**src/rtl/otter_fetch_pkg.sv**
```systemverilog
`default_nettype none
// ============================================================================
// Module      : otter_fetch_pkg
// Description : Shared types and constants for the OTTER fetch front end.
// Revision    : 1.0 - initial release
// ============================================================================
package otter_fetch_pkg;

    // Canonical RISC-V NOP (addi x0, x0, 0) presented when the queue is empty
    localparam logic [31:0] OTTER_NOP = 32'h00000013;

    typedef enum logic [0:0] {
        ST_BOOT = 1'b0,
        ST_RUN  = 1'b1
    } fetch_state_t;

    typedef struct packed {
        logic [31:0] pc;
        logic [31:0] ir;
    } fq_entry_t;

endpackage : otter_fetch_pkg
`default_nettype wire

```
**src/rtl/otter_fetch_fifo.sv**
```systemverilog
`default_nettype none
// ============================================================================
// Module      : otter_fetch_fifo
// Description : DEPTH-entry prefetch FIFO of {pc, ir} pairs with wrapping
//               pointers, occupancy count and a synchronous clear.
// Revision    : 1.0 - initial release
// ============================================================================
module otter_fetch_fifo
    import otter_fetch_pkg::*;
#(
    parameter  int DEPTH = 4,
    localparam int CW    = $clog2(DEPTH + 1)
) (
    input  logic          CLK,
    input  logic          RST,
    input  logic          push,
    input  fq_entry_t     push_data,
    input  logic          pop,
    input  logic          clear,
    output fq_entry_t     head,
    output logic [CW-1:0] count
);

    localparam int AW = $clog2(DEPTH);

    fq_entry_t     mem [DEPTH];
    logic [AW-1:0] wr_ptr;
    logic [AW-1:0] rd_ptr;
    logic          do_push;
    logic          do_pop;

    // Clear dominates; a pop on an empty queue is ignored
    assign do_push = push && !clear;
    assign do_pop  = pop && !clear && (count != '0);
    assign head    = mem[rd_ptr];

    // Entry storage; no reset needed since empty slots are never presented
    always_ff @(posedge CLK) begin
        if (do_push) begin
            mem[wr_ptr] <= push_data;
        end
    end

    // Pointer and occupancy bookkeeping; pointers wrap naturally (DEPTH is 2^n)
    always_ff @(posedge CLK or negedge RST) begin
        if (!RST) begin
            wr_ptr <= '0;
            rd_ptr <= '0;
            count  <= '0;
        end else if (clear) begin
            wr_ptr <= '0;
            rd_ptr <= '0;
            count  <= '0;
        end else begin
            if (do_push) begin
                wr_ptr <= wr_ptr + AW'(1);
            end
            if (do_pop) begin
                rd_ptr <= rd_ptr + AW'(1);
            end
            case ({do_push, do_pop})
                2'b10:   count <= count + CW'(1);
                2'b01:   count <= count - CW'(1);
                default: count <= count;
            endcase
        end
    end

endmodule : otter_fetch_fifo
`default_nettype wire

```
**src/rtl/otter_fetch_queue.sv**
```systemverilog
`default_nettype none
// ============================================================================
// Module      : otter_fetch_queue
// Description : OTTER instruction-fetch front end. Issues sequential fetches
//               to a one-cycle synchronous memory, buffers responses in a
//               prefetch FIFO and hands them to decode via valid/ready.
//               A redirect flushes the queue and restarts at the target.
// Revision    : 1.0 - initial release
// ============================================================================
module otter_fetch_queue
    import otter_fetch_pkg::*;
#(
    parameter  int          DEPTH    = 4,
    parameter  logic [31:0] RESET_PC = 32'h00000000,
    localparam int          CW       = $clog2(DEPTH + 1)
) (
    input  logic          CLK,
    input  logic          RST,
    output logic [31:0]   MEM_ADDR1,
    output logic          MEM_READ1,
    input  logic [31:0]   MEM_DOUT1,
    input  logic          REDIRECT,
    input  logic [31:0]   REDIRECT_PC,
    input  logic          DEC_READY,
    output logic          DEC_VALID,
    output logic [31:0]   DEC_IR,
    output logic [31:0]   DEC_PC,
    output logic [CW-1:0] COUNT
);

    fetch_state_t state;
    logic [31:0]  fetch_pc;
    logic [31:0]  inflight_pc;
    logic         inflight;
    logic [CW:0]  occupancy;
    logic         issue;
    logic         push;
    logic         pop;
    fq_entry_t    push_entry;
    fq_entry_t    head;
    logic         unused_redirect_lsbs;

    // Low target bits are discarded by force-alignment
    assign unused_redirect_lsbs = ^REDIRECT_PC[1:0];

    // Credit: queued entries plus the outstanding request must leave a free slot
    assign occupancy = {1'b0, COUNT} + {{CW{1'b0}}, inflight};
    assign issue     = (state == ST_RUN) && (occupancy < (CW + 1)'(DEPTH)) && !REDIRECT;

    assign MEM_ADDR1 = fetch_pc;
    assign MEM_READ1 = issue;

    // A response returning under a redirect belongs to the abandoned stream
    assign push       = inflight && !REDIRECT;
    assign push_entry = '{pc: inflight_pc, ir: MEM_DOUT1};
    assign pop        = DEC_VALID && DEC_READY;

    assign DEC_VALID = (COUNT != '0);
    assign DEC_IR    = DEC_VALID ? head.ir : OTTER_NOP;
    assign DEC_PC    = DEC_VALID ? head.pc : 32'h0;

    // Fetch FSM, PC sequencing and in-flight request tracking
    always_ff @(posedge CLK or negedge RST) begin
        if (!RST) begin
            state       <= ST_BOOT;
            fetch_pc    <= RESET_PC;
            inflight    <= 1'b0;
            inflight_pc <= RESET_PC;
        end else begin
            case (state)
                ST_BOOT: state <= ST_RUN;
                ST_RUN:  state <= ST_RUN;
                default: state <= ST_BOOT;
            endcase
            if (REDIRECT) begin
                fetch_pc <= {REDIRECT_PC[31:2], 2'b00};
                inflight <= 1'b0;
            end else if (issue) begin
                inflight    <= 1'b1;
                inflight_pc <= fetch_pc;
                fetch_pc    <= fetch_pc + 32'd4;
            end else begin
                inflight <= 1'b0;
            end
        end
    end

    otter_fetch_fifo #(
        .DEPTH (DEPTH)
    ) u_fifo (
        .CLK       (CLK),
        .RST       (RST),
        .push      (push),
        .push_data (push_entry),
        .pop       (pop),
        .clear     (REDIRECT),
        .head      (head),
        .count     (COUNT)
    );

endmodule : otter_fetch_queue
`default_nettype wire

```
**config.mk**
```make
export PLATFORM = sky130hd
export DESIGN_NAME = otter_fetch_queue
export DESIGN_NICKNAME = d
export VERILOG_FILES = /design/src/rtl/otter_fetch_pkg.sv /design/src/rtl/otter_fetch_fifo.sv /design/src/rtl/otter_fetch_queue.sv
export SDC_FILE = /design/constraint.sdc
export NUM_CORES = 1
export LEC_CHECK = 0
export BUFFER_PORTS_ARGS = -buffer_cell sky130_fd_sc_hd__buf_2
export CELL_PAD_IN_SITES_DETAIL_PLACEMENT = 1
export CELL_PAD_IN_SITES_GLOBAL_PLACEMENT = 1
export CORE_MARGIN = 2
export CORE_UTILIZATION = 35
export CTS_BUF_LIST = sky130_fd_sc_hd__clkbuf_4
export DETAILED_ROUTE_END_ITERATION = 12
export GPL_ROUTABILITY_DRIVEN = 0
export PLACE_DENSITY = 0.6
export SYNTH_ARGS = -nofsm -noshare
export SYNTH_HDL_FRONTEND = slang
export SYNTH_SLANG_ARGS = --single-unit
```
**constraint.sdc**
```tcl
create_clock -name CLK -period 4.85 [get_ports CLK]
set_input_delay 0 -clock CLK [delete_from_list [all_inputs] [get_ports CLK]]
set_output_delay 0 -clock CLK [all_outputs]
set_load 0.05 [all_outputs]
```
== Yosys cells after proc, flatten, opt, wreduce, memory -nomap -nowiden ==
Memory sizes are Yosys's and may differ from the RTL's.
Index checks and enable logic that the tools add are counted.
Word-level totals
  register bits after elaboration: 73
  RAM bits: 256
  memories kept: 1
Operators by class
  bitwise operators: 1
  add/subtract/negate cells: 6
  magnitude comparators: 1
  muxes and demuxes: 14
  reduce and logical (&&, ||, !) cells: 14
  equality and inequality tests: 2
Memories
  u_fifo.mem: words 4, bits a word 64, read ports 1, clocked after memory_dff 0, wr ports 1, RTL line otter_fetch_fifo.sv:26  | fq_entry_t mem [DEPTH];
Operator list (count)
  two-way mux 32 bit: 4
  adder 32 x 3 -> 32 bit (second input constant): 1
  two-way mux 2 bit: 4
  logical AND 1 bit: 7
  one-hot mux 3 bit (2 select lines): 1
  nonzero test 2 bit: 3
  nonzero test 3 bit: 2
  adder 2 x 1 -> 2 bit (second input constant): 2
  adder 3 x 1 -> 4 bit: 1
  less-than comparator 4 x 3 -> 1 bit (second input constant): 1
  two-way mux 1 bit: 4
  adder 3 x 1 -> 3 bit (second input constant): 1
  two-way mux 3 bit: 1
  subtractor 3 x 1 -> 3 bit (second input constant): 1
  == test 2 x 1 -> 1 bit (second input constant): 1
  == test 2 bit (second input constant): 1
  AND reduction 2 bit: 1
  logical NOT 1 bit: 1
  inverter 1 bit: 1

== Longest topological paths before layout ==
  word-level depth: 7
  gate-level depth with buffers: 8

== Hierarchy ==
From an unflattened synthesis, not the netlist that was laid out.
Unflattened totals
  cell total of the unflattened synthesis: 718
  area total of the unflattened synthesis: 13178.9 um^2
By module, submodules not included
  otter_fetch_fifo: area each 9798.1 um^2, cells each 391, times used 1, seq. area each 7862.5 um^2
  otter_fetch_queue: area each 3380.7 um^2, cells each 327, times used 1, seq. area each 1551.5 um^2

== Worst setup path after synthesis ==
OpenSTA, ideal clock, no wires.
  kind: reg-to-reg
  from: reg inflight
  to: mem u_fifo.mem[0][0] (netlist name), enable pin
  stages on the path, launching flop included: 4
  data required time: 4.423 ns
  path buffers: 1
  period minus slack after synthesis: 2.550 ns
  library setup time: 0.427 ns
  setup slack: 2.300 ns
  arrival time: 2.124 ns
  path through: dfrtp_1 -> buf_6 -> nor2b_1 -> and2_1
On the way
  longest elaborated chain between the ends: 4
Ends and longest elaborated chain
  start, declared: RTL line otter_fetch_queue.sv:34  | logic inflight;
  start signal, assigned: RTL line otter_fetch_queue.sv:67  | inflight <= 1'b0;
  start signal, assigned: RTL line otter_fetch_queue.sv:77  | inflight <= 1'b0;
  start signal, assigned: RTL line otter_fetch_queue.sv:79  | inflight <= 1'b1;
  logical AND 1 bit: RTL line otter_fetch_queue.sv:54  | assign push = inflight && !REDIRECT;
  logical AND 1 bit: RTL line otter_fetch_fifo.sv:33  | assign do_push = push && !clear;
  two-way mux 1 bit: RTL line otter_fetch_fifo.sv:39  | if (do_push) begin
  two-way mux 1 bit (not written as such): RTL line otter_fetch_fifo.sv:40  | mem[wr_ptr] <= push_data;
  end, declared: RTL line otter_fetch_fifo.sv:26
No other way between the ends.

== Final worst setup path ==
  from: reg fetch_pc[5], in the netlist MEM_ADDR1[5]
  to: reg fetch_pc[27], in the netlist MEM_ADDR1[27]
On the way
  longest elaborated chain between the ends: 3
Ends and longest elaborated chain
  start, declared: RTL line otter_fetch_queue.sv:32  | logic [31:0] fetch_pc;
  start signal, assigned: RTL line otter_fetch_queue.sv:76  | fetch_pc <= {REDIRECT_PC[31:2], 2'b00};
  start signal, assigned: RTL line otter_fetch_queue.sv:81  | fetch_pc <= fetch_pc + 32'd4;
  adder 32 x 3 -> 32 bit: RTL line otter_fetch_queue.sv:81
  two-way mux 32 bit: RTL line otter_fetch_queue.sv:78  | end else if (issue) begin
  two-way mux 32 bit: RTL line otter_fetch_queue.sv:75  | if (REDIRECT) begin
No other way between the ends. The select of a mux whose other input is x is not followed.
A chain may end at the register's enable or synchronous reset.

==> impl_metrics.env <==
export IMPL_slowest_delay_ns=0.93
export IMPL_pwr_share_seq_pct=39.1
export IMPL_wire_per_inst_um=20.09
export IMPL_path_class="flop to flop"
export IMPL_synth_edf_count=248
export IMPL_ys_ff_latch=317
export IMPL_pwr_share_clk_pct=25.7
export IMPL_cp_end_kind="flop"
export IMPL_io_pins=169
export IMPL_place_hpwl_mm=17.85
export IMPL_fmax_ghz=0.2906
export IMPL_synthCells=743
export IMPL_required_ns=5.52
export IMPL_grt_usage_pct=17.49
export IMPL_initial_utilization_pct=35.42
export IMPL_syn_area_um2=12910
export IMPL_yosys_warnings=0
export IMPL_grt_pass1_wl_mm=51.12
export IMPL_synth_avg_cell_area_um2=17.37
export IMPL_total_power_uw=9322
export IMPL_fin_hold_ws_ns=0.1050
export IMPL_worstPathMaxFanout=26
export IMPL_dieWidth_um=196.0
export IMPL_drc=0
export IMPL_synth_most_common_cell="edfxtp_1"
export IMPL_peakVddDrop_v=0.0003373
export IMPL_postCtsHoldBufs=150
export IMPL_layout_nets=1178
export IMPL_hold_violations=0
export IMPL_arrival_ns=4.11
export IMPL_maxSlewHeadroom_pct=21.71
export IMPL_p_int_uw=5652
export IMPL_r2r_start="MEM_ADDR1[5]"
export IMPL_min_period_ns=3.441
export IMPL_maxCapViolCount=0
export IMPL_swShare_pct=39.36
export IMPL_dr_pass1_iters=4
export IMPL_row_count=70
export IMPL_fin_crit_sh_pct=70.95
export IMPL_yosysTopAreaCellShare_pct=57.70
export IMPL_drtIter0Drc=349
export IMPL_rsz0062_at_grt="no"
export IMPL_overflow=0
export IMPL_worst_path_buf_inv=1
export IMPL_synth_top_cell_by_area="edfxtp_1"
export IMPL_grt_max_degree=70
export IMPL_worstMarginPinSlew_ns=1.171
export IMPL_dieArea_um2=38430
export IMPL_crit_chain="and4_1, nand4_1, or4_1, o211ai_1, dlygate4sd3_1"
export IMPL_insertion_delay_ns=0.74
export IMPL_slew_viol_final=0
export IMPL_async_reset_ff_share_pct=21.77
export IMPL_cts_sinks=317
export IMPL_path_clk_slew_ns=0.08
export IMPL_tritoncts="yes"
export IMPL_vias_per_cell=4.964
export IMPL_finalSetupTns_ns=0
export IMPL_pwr_share_comb_pct=35.2
export IMPL_cp_slowest_cell="nand4_1"
export IMPL_crit_family="simple AND/OR/NAND/NOR gates"
export IMPL_switchingPower_uw=3669
export IMPL_antenna_found_initial=2
export IMPL_drt_wl_total_mm=32.81
export IMPL_p_leak_uw=0.006157
export IMPL_synth_common_cells="edfxtp_1 (248), dfrtp_1 (69), and2_1 (65)"
export IMPL_synthFlopType="edfxtp_1"
export IMPL_utilization_pct=46.03
export IMPL_htreeDepth=3
export IMPL_cts_buffer_depth=3
export IMPL_core_area_um2=36430
export IMPL_synth_seq_area_share_pct=71.08
export IMPL_status="finished clean"
export IMPL_areaGrowthSynthToFinish_pct=29.96
export IMPL_n_fill_cell=3649
export IMPL_io_buffers=162
export IMPL_worstHoldStart="REDIRECT_PC[21]"
export IMPL_synth_area_leaders="edfxtp_1 (58%), dfrtp_1 (13%), mux4_2 (11%)"
export IMPL_antenna_left=0
export IMPL_numCtsBuffers=86
export IMPL_dieHeight_um=196.0
export IMPL_grt_pass1_vias=8911
export IMPL_num_vias=8106
export IMPL_crit_start="MEM_ADDR1[5]"
export IMPL_worstSetupStartpointType="flop"
export IMPL_drive_gt1_share_pct=35.48
export IMPL_power_density_nw_per_um2=555.8
export IMPL_synth_distinct_cells=45
export IMPL_post_cts_setup_buffers=0
export IMPL_hold_class="input pin to flop"
export IMPL_fin_skew_ns=0.03611
export IMPL_setup_viol=0
export IMPL_root_buffer="clkbuf_4"
export IMPL_ctsResizeCount=0
power by group through the flow:
stage / Combinational (µW) / Sequential, µW / Clock [µW]
4_1_cts: 3340 / 3660 / 2500
3_5_place_dp: 3230 / 3720 / 0
2_1_floorplan: 2400 / 3650 / 0
3_3_place_gp: 3200 / 3690 / 0
6_report: 3280 / 3650 / 2400
5_1_grt: 3480 / 3710 / 2630
path summary, 6_finish.rpt:
path / endpoint / slack, ns / cells after the start
worst max-delay path: MEM_ADDR1[27] / 1.41 / 5
worst min-delay path: MEM_ADDR1[21] / 0.10 / 4
worst max register to register: MEM_ADDR1[27] / 1.41 / 5
worst min register to register: u_fifo.mem[1][42] / 0.52 / 0
max in group asynchronous: u_fifo.rd_ptr[0] / 4.09 / 4
min in group asynchronous: state / 0.40 / 4
metal layers:
metal / vias up / track usage (%) / wire [µm]
li1: 3683 / - / -
met1: 4129 / 23.50 / 14770
met2: 246 / 27.64 / 15580
met3: 48 / 4.109 / 1813
met4: 0 / 6.902 / 647
met5: - / 0 / 0
logic make-up after synthesis:
| kind of cell | count (synthesis) | share of synthesized area [%] |
|---|---|---|
| xor gates and xnor gates | 12 | 0.8143 |
| buffers and inverters | 54 | 1.881 |
| AOI/OAI and AO/OA | 50 | 2.850 |
| other | 2 | 0.05819 |
| adders and majority gates | 6 | 0.6399 |
| and+or+nand+nor | 206 | 8.929 |
| DFF | 317 | 71.08 |
| muxes | 96 | 13.75 |
per-stage QoR:
| stage | instances | area [µm²] | setup slack (ns) |
|---|---|---|---|
| after floorplan | 746 | 12920 | 2.300 |
| after global placement | 1334 | 14160 | 2.142 |
| after detailed placement | 1334 | 14160 | 2.074 |
| after CTS | 1632 | 16770 | 1.454 |
| after global routing | 1633 | 16770 | 1.245 |
| final | 1633 | 16770 | 1.409 |
layout make-up:
type,instances,area [µm²],area share [%]
Antenna cell,1,2.502,0.01492
Clock buffer,129,968.4,5.774
Clock inverter,19,123.9,0.7385
Inverter,8,30.03,0.1790
Multi-Input combinational cell,375,3518,20.98
Sequential cell,317,9181,54.74
Tap cell,468,585.6,3.491
Timing Repair Buffer,316,2362,14.08
placed cells by master (no fill, tap or decap), drive strengths merged, types with 7 or more instances in the layout:
cell,Yosys,final
xnor2,7,7
mux4,62,62
nand3,20,20
mux2,30,30
o311ai,12,12
dlygate4sd3,0,149
edfxtp,248,248
inv,8,10
or2,12,12
nor2b,8,8
clkinv,0,15
buf,17,167
nor2,23,23
nand2,33,33
clkbuf,29,129
o21ai,11,11
and2,65,65
or4,7,7
a31oi,8,8
dfrtp,69,69
nand4,9,9
worst reg2reg max path: stages (launching register included):
cell,delay (ns)
dfrtp_1,0.49
and4_1,0.33
nand4_1,0.93
or4_1,0.86
o211ai_1,0.19
dlygate4sd3_1,0.58
sequential cells by signal, summed over array words and instances (netlist names):
register and cells:
inflight 1, u_fifo.count 3, u_fifo.mem 248, u_fifo.rd_ptr 2
state 1, inflight_pc 30, u_fifo.wr_ptr 2, MEM_ADDR1 30
(Power assumes the default switching activity.)
